$ cat src/rtl/asin_lookup.sv
// ---------------------------------------------------------------------------
// asin_lookup
//
// Recovers a rotation angle from a Q12 sine magnitude (4096 = 1.0) and a
// sign flag. A 19-entry quarter-wave sine table (0..90 deg in 5 deg steps)
// is searched with a fixed-length binary search. The final entry is then
// either rounded to the nearest table angle or kept as the floor entry.
// The result is reported in the 0..359 degree angle-bus convention.
//
// Ports:
//   clk       in   1   system clock, all logic on the rising edge
//   rst_n     in   1   synchronous reset, active-low
//   start     in   1   request pulse, only sampled while idle
//   value     in  13   unsigned Q12 sine magnitude, saturated at 4096
//   negative  in   1   sign of the sine value
//   busy      out  1   high from the cycle after acceptance until done
//   done      out  1   single-cycle pulse when angle/index are valid
//   angle     out  9   result in degrees, 0..90 or 270..355
//   index     out  5   table index k (0..18), angle magnitude = 5k
//
// Parameter:
//   ROUND_NEAREST  1 = nearest entry, ties go to the lower angle
//                  0 = floor, the largest entry <= value
// ---------------------------------------------------------------------------
module asin_lookup #(
    parameter bit ROUND_NEAREST = 1'b1
) (
    input  logic        clk,
    input  logic        rst_n,
    input  logic        start,
    input  logic [12:0] value,
    input  logic        negative,
    output logic        busy,
    output logic        done,
    output logic [8:0]  angle,
    output logic [4:0]  index
);

    localparam logic [1:0] IDLE   = 2'd0;
    localparam logic [1:0] SEARCH = 2'd1;
    localparam logic [1:0] ROUND  = 2'd2;
    localparam logic [1:0] DONE   = 2'd3;

    localparam logic [12:0] FULL_SCALE = 13'd4096;
    localparam logic [4:0]  LAST_IDX   = 5'd18;

    logic [1:0]  state;
    logic [12:0] v_lat;
    logic        neg_lat;
    logic [4:0]  lo;
    logic [4:0]  hi;
    logic [2:0]  iter;

    logic [4:0]  mid;
    logic [13:0] d0;
    logic [13:0] d1;
    logic [4:0]  k_sel;
    logic [8:0]  mag;

    // sin(5k deg) in Q12. Indices beyond 18 never occur; full scale is
    // returned for them so the table stays monotonic.
    function automatic logic [12:0] sine_entry(input logic [4:0] k);
        case (k)
            5'd0:    sine_entry = 13'd0;
            5'd1:    sine_entry = 13'd357;
            5'd2:    sine_entry = 13'd711;
            5'd3:    sine_entry = 13'd1060;
            5'd4:    sine_entry = 13'd1401;
            5'd5:    sine_entry = 13'd1731;
            5'd6:    sine_entry = 13'd2048;
            5'd7:    sine_entry = 13'd2349;
            5'd8:    sine_entry = 13'd2633;
            5'd9:    sine_entry = 13'd2896;
            5'd10:   sine_entry = 13'd3138;
            5'd11:   sine_entry = 13'd3355;
            5'd12:   sine_entry = 13'd3547;
            5'd13:   sine_entry = 13'd3712;
            5'd14:   sine_entry = 13'd3849;
            5'd15:   sine_entry = 13'd3956;
            5'd16:   sine_entry = 13'd4034;
            5'd17:   sine_entry = 13'd4080;
            default: sine_entry = 13'd4096;
        endcase
    endfunction

    // Upper-biased midpoint so that lo always advances when the probe
    // succeeds; once lo == hi the probe lands on lo and nothing moves.
    always_comb begin
        mid = 5'(({1'b0, lo} + {1'b0, hi} + 6'd1) >> 1);
    end

    // Rounding step. While rounding, table[lo] <= v < table[lo+1] holds,
    // so neither distance can go negative.
    always_comb begin
        d0    = {1'b0, v_lat} - {1'b0, sine_entry(lo)};
        d1    = {1'b0, sine_entry(lo + 5'd1)} - {1'b0, v_lat};
        k_sel = lo;
        if (ROUND_NEAREST && (lo < LAST_IDX) && (d1 < d0)) begin
            k_sel = lo + 5'd1;
        end
        mag = ({4'b0, k_sel} << 2) + {4'b0, k_sel};
    end

    // Main sequencer: accept, five search iterations, one rounding cycle,
    // then a registered done pulse that coincides with busy dropping.
    always_ff @(posedge clk) begin
        if (!rst_n) begin
            state   <= IDLE;
            busy    <= 1'b0;
            done    <= 1'b0;
            angle   <= 9'd0;
            index   <= 5'd0;
            v_lat   <= 13'd0;
            neg_lat <= 1'b0;
            lo      <= 5'd0;
            hi      <= 5'd0;
            iter    <= 3'd0;
        end else begin
            done <= 1'b0;
            case (state)
                IDLE: begin
                    if (start) begin
                        v_lat   <= (value > FULL_SCALE) ? FULL_SCALE : value;
                        neg_lat <= negative;
                        lo      <= 5'd0;
                        hi      <= LAST_IDX;
                        iter    <= 3'd0;
                        busy    <= 1'b1;
                        state   <= SEARCH;
                    end
                end
                SEARCH: begin
                    if (sine_entry(mid) <= v_lat) begin
                        lo <= mid;
                    end else begin
                        hi <= mid - 5'd1;
                    end
                    iter <= iter + 3'd1;
                    if (iter == 3'd4) begin
                        state <= ROUND;
                    end
                end
                ROUND: begin
                    index <= k_sel;
                    // Negative sines map into the fourth quadrant; a
                    // negative zero stays at 0 rather than becoming 360.
                    if (neg_lat && (k_sel != 5'd0)) begin
                        angle <= 9'd360 - mag;
                    end else begin
                        angle <= mag;
                    end
                    state <= DONE;
                end
                DONE: begin
                    done  <= 1'b1;
                    busy  <= 1'b0;
                    state <= IDLE;
                end
                default: begin
                    state <= IDLE;
                end
            endcase
        end
    end

endmodule

$ cat config.mk
export PLATFORM = sky130hd
export DESIGN_NAME = asin_lookup
export DESIGN_NICKNAME = d
export VERILOG_FILES = /design/src/rtl/asin_lookup.sv
export SDC_FILE = /design/constraint.sdc
export NUM_CORES = 1
export LEC_CHECK = 0
export CAP_MARGIN = 5
export CORE_MARGIN = 2
export CORE_UTILIZATION = 35
export CTS_CLUSTER_SIZE = 14
export DETAILED_ROUTE_END_ITERATION = 16
export PLACE_DENSITY_LB_ADDON = 0.2
export REMOVE_ABC_BUFFERS = 1
export SETUP_SLACK_MARGIN = 0.15
export SYNTH_ARGS = -nofsm -noshare
export SYNTH_HDL_FRONTEND = slang
export SYNTH_SLANG_ARGS = --single-unit
export TNS_END_PERCENT = 100
$ cat constraint.sdc
create_clock -name clk -period 9.7 [get_ports clk]
set_clock_uncertainty 0.15 [all_clocks]
set_input_delay 1.94 -clock clk [delete_from_list [all_inputs] [get_ports clk]]
set_output_delay 1.94 -clock clk [all_outputs]
set_load 0.01 [all_outputs]
* Word-level counts from Yosys, hierarchy flattened
Memory sizes are Yosys's and may differ from the RTL's. A register that Yosys moved wholly into a read port is not among the register bits.
Index checks and enable logic that the tools add are counted.
** Storage, ports and cells
- Flip-flop bits (word level) :: 45
- ROM bits :: 1248
- Bits of input ports :: 17
- Output and inout port bits :: 16
- Logic and storage cells :: 67
- Memories :: 3
** Memory list
- (name not given) :: words 32, bits a word 13, rd ports 1, clocked after Yosys merged registers in 1, wr ports 0, line 63 : case (k)
- (name not given) :: words 32, bits a word 13, rd ports 1, clocked after Yosys merged registers in 0, wr ports 0, line 63
- (name not given) :: words 32, bits a word 13, rd ports 1, clocked after Yosys merged registers in 0, wr ports 0, line 63
** Operators by class
- Add/subtract/negate cells :: 9
- Magnitude comparators :: 4
- Equality and inequality tests :: 8
- Muxes and demuxes :: 21
- Reduce and logical (&&, ||, !) cells :: 12
** Operators with widths (number)
- two-way mux 13 bit :: 3
- two-way mux 5 bit :: 7
- subtractor 13 x 13 -> 14 bit :: 2
- case mux 5 bit (2 select lines) :: 2
- < comparator 14 bit :: 1
- > comparator 13 bit, second input constant :: 1
- less-or-equal comparator 13 bit :: 1
- two-way mux 9 bit :: 1
- subtractor 9 x 8 -> 9 bit, first input constant :: 1
- adder 7 x 5 -> 8 bit :: 1
- != test 2 bit, second input constant :: 4
- case mux 2 bit (4 select lines) :: 1
- AND reduction 2 bit :: 4
- adder 5 x 5 -> 6 bit :: 1
- adder 6 x 1 -> 6 bit, second input constant :: 1
- case mux 3 bit (2 select lines) :: 1
- AND reduction 3 bit :: 2
- adder 5 x 1 -> 5 bit, second input constant :: 1
- < comparator 5 bit, second input constant :: 1
- nonzero test 5 bit :: 1
- subtractor 5 x 1 -> 5 bit, second input constant :: 1
- equality test 2 bit, second input constant :: 2
- two-way mux 2 bit :: 2
- nonzero test 2 bit :: 2
- other kinds (8) :: 10

* Depth between registers and ports, before layout
An unclocked memory read counts as a cell.
- Depth after elaboration :: 10
- Depth in mapped cells :: 36
- Depth with buffers taken out :: 34

* Least setup slack after synthesis
Ideal clock, no wire load.
- Path type :: reg-to-reg
- Start point :: register lo[2]
- End point :: register angle[7]
- Setup time :: 119 ps
- Arrival :: 6779 ps
- Data required time :: 9431 ps
- Setup slack :: 2653 ps
- Cell stages (with the launch flop) :: 35
- Path buffers :: 2
- Period minus slack after synthesis :: 7047 ps
- Cells stage by stage :: dfxtp_1 clkbuf_1 clkbuf_1 xor2_1 nand2_1 a21oi_1 a31oi_1 o21ai_0 ha_1 nor2b_1 o21ai_0 a21boi_0 o21ai_0 a21boi_0 o2111ai_1 a31oi_1 xor2_1 ha_1 a21o_1 a21o_1 a2111oi_0 o21ai_0 xor2_1 inv_1 ha_1 inv_1 fa_1 inv_1 a21oi_1 o2111a_1 o2111ai_1 o211ai_1 a211o_1 nor4bb_1 o221a_2
** On the way
- Cells in the longest elaborated chain, start to end :: 9
- Elaborated cells on any way between the ends :: 12
- Those cells by class :: 4 x add/sub; 2 x order compare; 2 x mux; 3 x reduce/logical; 1 x memory
** RTL lines
- start, declared :: line 50 : logic [4:0] lo;
- start signal, assigned :: line 134 : lo <= mid;
- adder 5 x 1 -> 5 bit :: line 96, 99
- memory read (32 x 13 bit)
- subtractor 13 x 13 -> 14 bit :: line 96 : d1 = {1'b0, sine_entry(lo + 5'd1)} - {1'b0, v_lat};
- < comparator 14 bit :: line 98 : if (ROUND_NEAREST && (lo < LAST_IDX) && (d1 < d0)) begin
- logical AND 1 bit :: line 98
- two-way mux 5 bit * :: line 98
- via k_sel[2] :: line 57 : logic [4:0] k_sel;
- adder 7 x 5 -> 8 bit or nonzero test 5 bit (tied branches) :: line 101, 147
- subtractor 9 x 8 -> 9 bit or logical AND 1 bit (tied branches) :: line 148, 147
- two-way mux 9 bit * :: line 147 : if (neg_lat && (k_sel != 5'd0)) begin
- end signal, assigned :: line 148 : angle <= 9'd360 - mag;
- end signal, assigned :: line 150 : angle <= mag;
- end, declared :: line 35 : output logic [8:0] angle,
Mark *: on every way through the listed nets, which the timed path passes. The rest lies on a longest branch.
A chain may end at the register's enable or synchronous reset.

* Worst setup path after layout
- Start point :: register lo[0]
- End point :: register angle[8]
The elaborated chain is that of the path after synthesis.

==> flow_summary.ini <==
[grt]
grt_use_met1_pct = 28.04
grtUsageMet2_pct = 31.32
grt.met3_usage_pct = 2.598
grt_usage_pct = 19.68
top_usage_layer = met2
overflow = 0
grt_max_degree = 38
grt_pass1_vias = 5509
grt_first_pass_wirelength_microns = 30230
grt_antenna_before_repair = 0

[route]
wl_microns = 18830
firstDrtPassIters = 7
viasPerCell = 5.637
vias = 6088
drt_iter0_drc = 614
ant_nets = 0
route.detailed.drc = 0
wl_per_cell_microns = 17.44

[pwr]
powerDensity_nw_per_um2 = 375.3
leakage_nw = 2.840
irDropWorstVdd_mv = 0.1914

[finish]
layout_commonest_cell = ha_1
area_growth_syn_to_layout_pct = 12.70
nets = 957
drive_gt1_share_pct = 6.463
diodes = 0
postLayoutCellArea_sq_um = 7094
layout_common_cells = ha_1, nand2_1, a21oi_1

[placement]
finalWeightedCongestion = 0.9192
postPlaceCellArea_sq_um = 6798
port_buffers = 32
dp.final_hpwl_microns = 14490

[die]
die_w_microns = 138.1
start_util_pct = 35.40
core_sq_um = 17780
row_count = 49
ioPinCount = 33
die_h_microns = 138.1
die_area_sq_um = 19070

[setup_path]
crit_fanout = 15
crit_path_end_kind = flop
start_kind = flop
crit_family = compound AO/OA/AOI/OAI gates
required_ns = 9.81
cp.arrival_ns = 8.29
slowest_delay_ns = 0.67
critPathSlowestCell = dfxtp_1
cp_num_buf_inv = 3
crit_type = reg -> reg

[worst_hold_path]
hp-class = reg -> reg

[yosys]
synthArstFlopShare_pct = 0
yosysWarningCount = 0
syn_inst = 833
synth_edf_count = 0
synth_cell_type_count = 90
synth-seq-area-share_pct = 18.13
ys.flop_type = dfxtp_1
ys_ff_latch = 57
syn_area_sq_um = 6295
syn_area_per_cell_sq_um = 7.557

[clock_tree]
cts_hold_buffers = 0
cts.repair.resized = 0
cts_setup_buffers = 0
cts-root-buf = clkbuf_16
cts_made_buffers = 9
clockBufferDepth = 2
cts_sinks = 57
clk_latency_ns = 0.34
clk_pin_slew_ns = 0.06
h-tree-depth = 3
cts_tree = built

[sta]
tightest_slew_ns = 0.8931
relSlewSlack_pct = 40.04
rsz0062_at_grt = false
slew_violations = 0
fmaxAchievable_mhz = 122.3
finalHoldViolCount = 0
finalSetupViolCount = 0
finalCritPeriodShare_pct = 84.32
final.setup.tns_ns = 0
min_period_ns = 8.179

[outcome]
status = completed

[run]
drv_cap = 0
==> where the power goes <==
| part | internal [mW] | switching, mW | total, mW |
|---|---|---|---|
| Sequential | 0.283 | 0.0407 | 0.323 |
| Clock | 0.198 | 0.122 | 0.320 |
| Combinational | 0.780 | 1.24 | 2.02 |
| Total | 1.26 | 1.40 | 2.66 |
==> final cells by class <==
cell class	count	area [sq um]
Clock buffer	9	225.2
Timing Repair Buffer	41	387.9
Clock inverter	7	71.32
Sequential cell	57	1141
Fill cell	1845	10690
Multi-Input combinational cell	667	4720
Tap cell	229	286.5
Inverter	70	262.8
==> worst reg2reg max path, delay by kind of cell (launching register included) <==
kind                       cells  cell delay [ns]
AOI/OAI and AO/OA             20             4.20
adders and majority gates      5             1.63
xor gates and xnor gates       3             0.97
DFF                            1             0.67
and+or+nand+nor                2             0.24
buffers and inverters          3             0.24
==> metrics by stage <==
| stage | worst slack, ns | utilization (%) | instances | power, mW | hold slack, ns |
|---|---|---|---|---|---|
| global route | 0.6489 | 39.90 | 1080 | 2.941 | 0.3354 |
| floorplan | 2.486 | - | 794 | 1.795 | 0.2856 |
| CTS | 1.579 | 39.90 | 1080 | 2.653 | 0.3233 |
| detailed placement | 1.655 | 38.23 | 1064 | 2.314 | 0.3149 |
| global placement | 1.702 | 38.23 | 1064 | 2.331 | 0.3117 |
| finish | 1.521 | 39.90 | 1080 | 2.662 | 0.3165 |
==> logic make-up after synthesis <==
| kind of cell | after synthesis | synth area share, % |
|---|---|---|
| AND/OR/NAND/NOR | 262 | 20.59 |
| XOR/XNOR | 38 | 5.625 |
| adder cells (fa/ha/maj) | 95 | 19.32 |
| flip-flops | 57 | 18.13 |
| AO/OA/AOI/OAI | 266 | 28.48 |
| buffers and inverters | 109 | 6.897 |
| multiplexers | 6 | 0.9541 |
==> worst paths after layout <==
path	from	to	slack, ns	cells past startpoint
max	lo[0]	angle[8]	1.52	33
min	angle[8]	angle[8]	0.32	2
max reg2reg	lo[0]	angle[8]	1.52	33
min reg2reg	angle[8]	angle[8]	0.32	2
==> synthesized netlist by cell type (21+ instances only) <==
| cell | count | share of area (%) |
|---|---|---|
| dfxtp_1 | 57 | 18 |
| clkbuf_1 | 29 | 1.7 |
| o21ai_0 | 46 | 3.7 |
| nand2_1 | 75 | 4.5 |
| nand3_1 | 33 | 2.6 |
| xnor2_1 | 23 | 3.2 |
| a21oi_1 | 74 | 5.9 |
| nor2_1 | 65 | 3.9 |
| a31oi_1 | 21 | 2.1 |
| nor3_1 | 21 | 1.7 |
| inv_1 | 67 | 4.0 |
| ha_1 | 90 | 18 |
==> routing by layer <==
layer	share of wire (%)	wire [microns]	vias to the layer above
met2	46	8614	211
met5	0	0	-
met4	1.5	290	0
li1	-	-	3071
met3	4.8	898	22
met1	48	9026	2784
Note: power is estimated with default switching activity, not from simulation.
==> RTL edit 1, RTL diff (same settings) <==
Make the reset (`rst_n`) asynchronous in one clocked block. Comments in the files are not updated.
--- a/src/rtl/asin_lookup.sv
+++ b/src/rtl/asin_lookup.sv
@@ -103,7 +103,7 @@
 
     // Main sequencer: accept, five search iterations, one rounding cycle,
     // then a registered done pulse that coincides with busy dropping.
-    always_ff @(posedge clk) begin
+    always_ff @(posedge clk or negedge rst_n) begin
         if (!rst_n) begin
             state   <= IDLE;
             busy    <= 1'b0;
Formal check against the unedited RTL: differs if rst_n is asserted again (counterexample within 4 cycles, from zero or initial values and one cycle with rst_n low); with rst_n held inactive, the same outputs for 10 cycles.
==> RTL edit 1 against the unedited design <==
Routed wire length decreased by 15%; sequential share of layout area increased by 1.3 points; sequential cell count decreased by 13; via count down 12%; setup slack lost 370 ps; cell area shrank 10%; area after synthesis decreased by 10%; critical path type unchanged.
Power is left out: the tool's default activity adds up to more than one toggle a clock period on the data nets, which glitch-free logic cannot reach.
==> RTL edit 1: results (changes against the unedited design) <==
[run_status] status complete, no violations [unchanged]
[hold_path] HP Start angle[1] [was angle[8]]
[worst_setup_path] Max Fanout on Critical Path 30 [was 15]
[hold_path] end of the worst hold path angle[1] [was angle[8]]
[placed_design] cell area after placement 0.00617 mm2 [was 0.00680 mm2]
[global_route] Overall Global Routing Usage 18.9% [was 19.7%]
[global_route] number of global-route vias before repair 5273 [was 5509]
[worst_setup_path] slowest stage delay, CP 1050 ps [was 670 ps]
[timing] max-slew violation count 0 [unchanged]
[logic_synthesis] synth cell count leaders ha_1 (82), nand2_1 (72), a21oi_1 (66) [was ha_1 (90), nand2_1 (75), a21oi_1 (74)]
[placed_design] half-perimeter wire length of the detailed placement result 12500 um [was 14500 um]
[worst_setup_path] launch point of the worst reg-to-reg path lo[2] [was lo[0]]
[worst_setup_path] Reg2Reg Capture Point angle[8] [unchanged]
[clock_tree] Worst-Skew Late Latency 290 ps [was 340 ps]
[logic_synthesis] main area contributors after synthesis dfrtp_1 (19%), ha_1 (18%), a21oi_1 (5.8%) [was dfxtp_1 (18%), ha_1 (18%), a21oi_1 (5.9%)]
[placed_design] RePlAce Congestion 0.888 [was 0.919]
[clock_tree] CTS Buf Count 5 [was 9]
[timing] worst relative slew slack 28.3% [was 40.0%]
[finish] net count of the finished layout 845 [was 957]
[logic_synthesis] Primary FF master, synth dfrtp_1 [was dfxtp_1]
[finish] Filler cells 1618 [was 1845]
[clock_tree] number of H-tree levels 2 [was 3]
[finish] layout cell share with drive strength beyond 1 5.38% [was 6.46%]
[detailed_routing] post-detailed-route via-to-cell ratio 5.60 [was 5.64]
[worst_setup_path] cell with the largest stage delay on the worst path dfrtp_1 [was dfxtp_1]
[finish] layout overhead on the synthesized area 12.2% [was 12.7%]
[global_route] maximum number of pins on one net before global-route repair 45 [was 38]
RTL edit 1: cell types whose count changed after synthesis, sizes merged, moves of 9 or more:
cell / unedited run / this run
dfrtp: 0 / 44
nand3: 33 / 21
a21oi: 75 / 66
a22o: 3 / 15
inv: 70 / 51
dfxtp: 57 / 0
a22oi: 13 / 1
RTL edit 1: layout make-up:
type	instances	area share [%]
multi-input cells	599	66.6
clock buffers	6	2.19
well taps	216	4.26
clock inverters	2	0.611
inverters	51	3.01
repair buffers	41	6.03
flip-flops and latches	44	17.3
RTL edit 1: kinds of logic (layout without fill, tap and decap cells):
group,count (synthesis),after routing,share of synthesized area [%]
AO/OA/AOI/OAI,235,235,28.2
XOR/XNOR,40,40,6.57
adder cells (fa/ha/maj),86,86,19.5
buffers and inverters,86,100,5.88
flip-flops,44,44,19.5
multiplexers,10,10,1.88
AND/OR/NAND/NOR,228,228,18.5
RTL edit 1: metrics by stage:
stage	hold slack, ps	std cells
finish	351	959
floorplan	329	694
detailed placement	345	951
CTS	362	959
global placement	326	951
global route	381	959
RTL edit 1: worst max-delay path by stage:
stage	from	endpoint
2_1_floorplan	lo[2]	angle[8]
3_3_place_gp	lo[2]	angle[8]
3_5_place_dp	lo[2]	angle[8]
4_1_cts	lo[2]	angle[8]
5_1_grt	lo[2]	angle[8]
6_report	lo[2]	angle[8]
RTL edit 1: layer usage:
metal	vias up	GRT usage [%]	routed length [um]
li1	2670	-	-
met1	2556	25.8	7430
met2	125	31.3	7580
met3	18	2.47	672
met4	0	5.31	338
met5	-	0	0
RTL edit 1: worst max-delay path: cells and delay by family, from the launching register on:
kind	cells	cell delay [ps]
AOI/OAI and AO/OA	18	4090
adders and majority gates	4	1330
DFF	1	1050
and+or+nand+nor	4	1010
buffers and inverters	1	440
xor gates and xnor gates	2	340
==> RTL edit 2, RTL diff (same settings) <==
Made on the original files. The parameter `ROUND_NEAREST` goes from 1'b1 to 1'b0.
--- a/src/rtl/asin_lookup.sv
+++ b/src/rtl/asin_lookup.sv
@@ -23,7 +23,7 @@
 //                  0 = floor, the largest entry <= value
 // ---------------------------------------------------------------------------
 module asin_lookup #(
-    parameter bit ROUND_NEAREST = 1'b1
+    parameter bit ROUND_NEAREST = 1'b0
 ) (
     input  logic        clk,
     input  logic        rst_n,
Function: changed (a bounded check fails within 10 cycles, from zero or initial values and one cycle with rst_n low).
==> RTL edit 2 against the unedited design <==
Routed wire length shrank 64%; die area shrank 50%; area after synthesis shrank 51%; utilization grew 1.9 points; critical path depth shrank 18; cell area shrank 49%; setup slack gained 3400 ps; sequential cell count shrank 13; power shrank 58%; highest routed layer unchanged.
==> RTL edit 2: results (changes against the unedited design) <==
[detailed_routing] Initial DRC Count 129 [was 614]
[placed_design] half-perimeter wire length of the detailed placement result 5040 um [was 14500 um]
[logic_synthesis] Cell variety after synth 56 [was 90]
[worst_setup_path] slowest stage delay, CP 710 ps [was 670 ps]
[detailed_routing] post-detailed-route via-to-cell ratio 5.22 [was 5.64]
[logic_synthesis] main area contributors after synthesis dfxtp_1 (28%), ha_1 (14%), nor2b_1 (5.7%) [was dfxtp_1 (18%), ha_1 (18%), a21oi_1 (5.9%)]
[global_route] Overall Global Routing Usage 14.5% [was 19.7%]
[detailed_routing] detailed-routing iteration count for the pre-antenna-repair pass 4 [was 7]
[power_and_ir_drop] Max rail drop VDD 0.123 mV [was 0.191 mV]
[logic_synthesis] synth cell count leaders dfxtp_1 (44), ha_1 (35), nor2b_1 (28) [was ha_1 (90), nand2_1 (75), a21oi_1 (74)]
[detailed_routing] wire length after detailed routing 6770 um [was 18800 um]
[global_route] number of global-route vias before repair 2401 [was 5509]
[global_route] global-route wire length before repair 11600 um [was 30200 um]
[finish] net count of the finished layout 436 [was 957]
[floorplanning] starting utilization of the core area 35.9% [was 35.4%]
[logic_synthesis] fraction of the yosys area taken by sequential cells 28.4% [was 18.1%]
[placed_design] RePlAce Congestion 0.874 [was 0.919]
[placed_design] cell area after placement 0.00349 mm2 [was 0.00680 mm2]
[finish] layout cell share with drive strength beyond 1 4.70% [was 6.46%]
[finish] Filler cells 857 [was 1845]
[worst_setup_path] cell with the largest stage delay on the worst path xor2_1 [was dfxtp_1]
[global_route] maximum number of pins on one net before global-route repair 45 [was 38]
[timing] worst relative slew slack 34.7% [was 40.0%]
[power_and_ir_drop] leakage power figure 0.00148 uW [was 0.00284 uW]
[placed_design] post-place setup slack 4950 ps [was 1650 ps]
[clock_tree] CTS Buf Count 5 [was 9]
[run_status] status complete, no violations [unchanged]
[clock_tree] Worst-Skew Late Latency 300 ps [was 340 ps]
[worst_setup_path] Max Fanout on Critical Path 11 [was 15]
[clock_tree] CTS root buffer clkbuf_8 [was clkbuf_16]
[clock_tree] Clk pin slew, worst setup/hold paths 90 ps [was 60 ps]
RTL edit 2: cell count changes in the layout (fill, tap and decap cells not counted), moves of 19 or more:
| cell | unedited run | this run |
|---|---|---|
| o21ai_0 | 46 | 4 |
| a31oi_1 | 21 | 1 |
| nand2_1 | 75 | 26 |
| nand3_1 | 33 | 9 |
| nor2_1 | 65 | 17 |
| nor2b_1 | 9 | 28 |
| ha_1 | 90 | 35 |
| inv_1 | 67 | 26 |
| a21oi_1 | 74 | 22 |
| nor3_1 | 21 | 1 |
RTL edit 2: worst max-delay path, delay by kind of cell, from the launching register on:
kind                     cells  cell delay, ps
AO/OA/AOI/OAI                6            1550
XOR/XNOR                     1             710
adder cells (fa/ha/maj)      2             740
buffers and inverters        1             140
flip-flops                   1             520
multiplexers                 1             310
AND/OR/NAND/NOR              4             590
RTL edit 2: kinds of logic (layout without fill, tap and decap cells):
kind of cell,after synthesis,count (layout),synth area share (%)
buffers and inverters,43,68,5.45
adders and majority gates,37,37,15.4
muxes,17,17,6.02
DFF,44,44,28.4
and+or+nand+nor,108,108,18.4
AOI/OAI and AO/OA,93,93,21.0
xor gates and xnor gates,16,16,5.25
RTL edit 2: layer usage:
layer / vias up / global-route usage (%) / routed length, um
met5: - / 0 / 0
met3: 6 / 2.65 / 243
met2: 48 / 23.1 / 2970
met1: 1190 / 20.3 / 3460
li1: 1318 / - / -
met4: 0 / 3.53 / 91
RTL edit 2: layout make-up:
| cell class | count | area, um2 | area share, % |
|---|---|---|---|
| repair buffers | 33 | 328 | 9.08 |
| clock buffers | 5 | 68.8 | 1.91 |
| well taps | 108 | 135 | 3.74 |
| clock inverters | 3 | 46.3 | 1.28 |
| multi-input cells | 271 | 2050 | 56.8 |
| flip-flops and latches | 44 | 881 | 24.4 |
| inverters | 27 | 101 | 2.81 |
RTL edit 2: stage by stage:
| step | cells | utilization, % | hold WS (ps) | total power (uW) |
|---|---|---|---|---|
| after CTS | 491 | 41.8 | 314 | 1120 |
| after detailed placement | 483 | 40.5 | 302 | 965 |
| after global routing | 491 | 41.8 | 328 | 1230 |
| after floorplan | 342 | - | 293 | 791 |
| final | 491 | 41.8 | 307 | 1110 |
| after global placement | 483 | 40.5 | 290 | 970 |
RTL edit 2: final timing paths:
path         depth (start not counted)       end     start  slack (ps)
max                                 15     hi[3]  k_sel[1]        4890
min                                  2  angle[8]  angle[8]         310
max reg2reg                         15     hi[3]  k_sel[1]        4890
min reg2reg                          2  angle[8]  angle[8]         310
RTL edit 2: power breakdown:
| group | switching (uW) | internal [uW] | leakage [uW] | total [uW] |
|---|---|---|---|---|
| logic | 408 | 315 | 0.00106 | 723 |
| registers | 27.0 | 214 | 0.000358 | 241 |
| clock network | 70.2 | 77.7 | 0.0000548 | 148 |
| total | 506 | 607 | 0.00148 | 1110 |
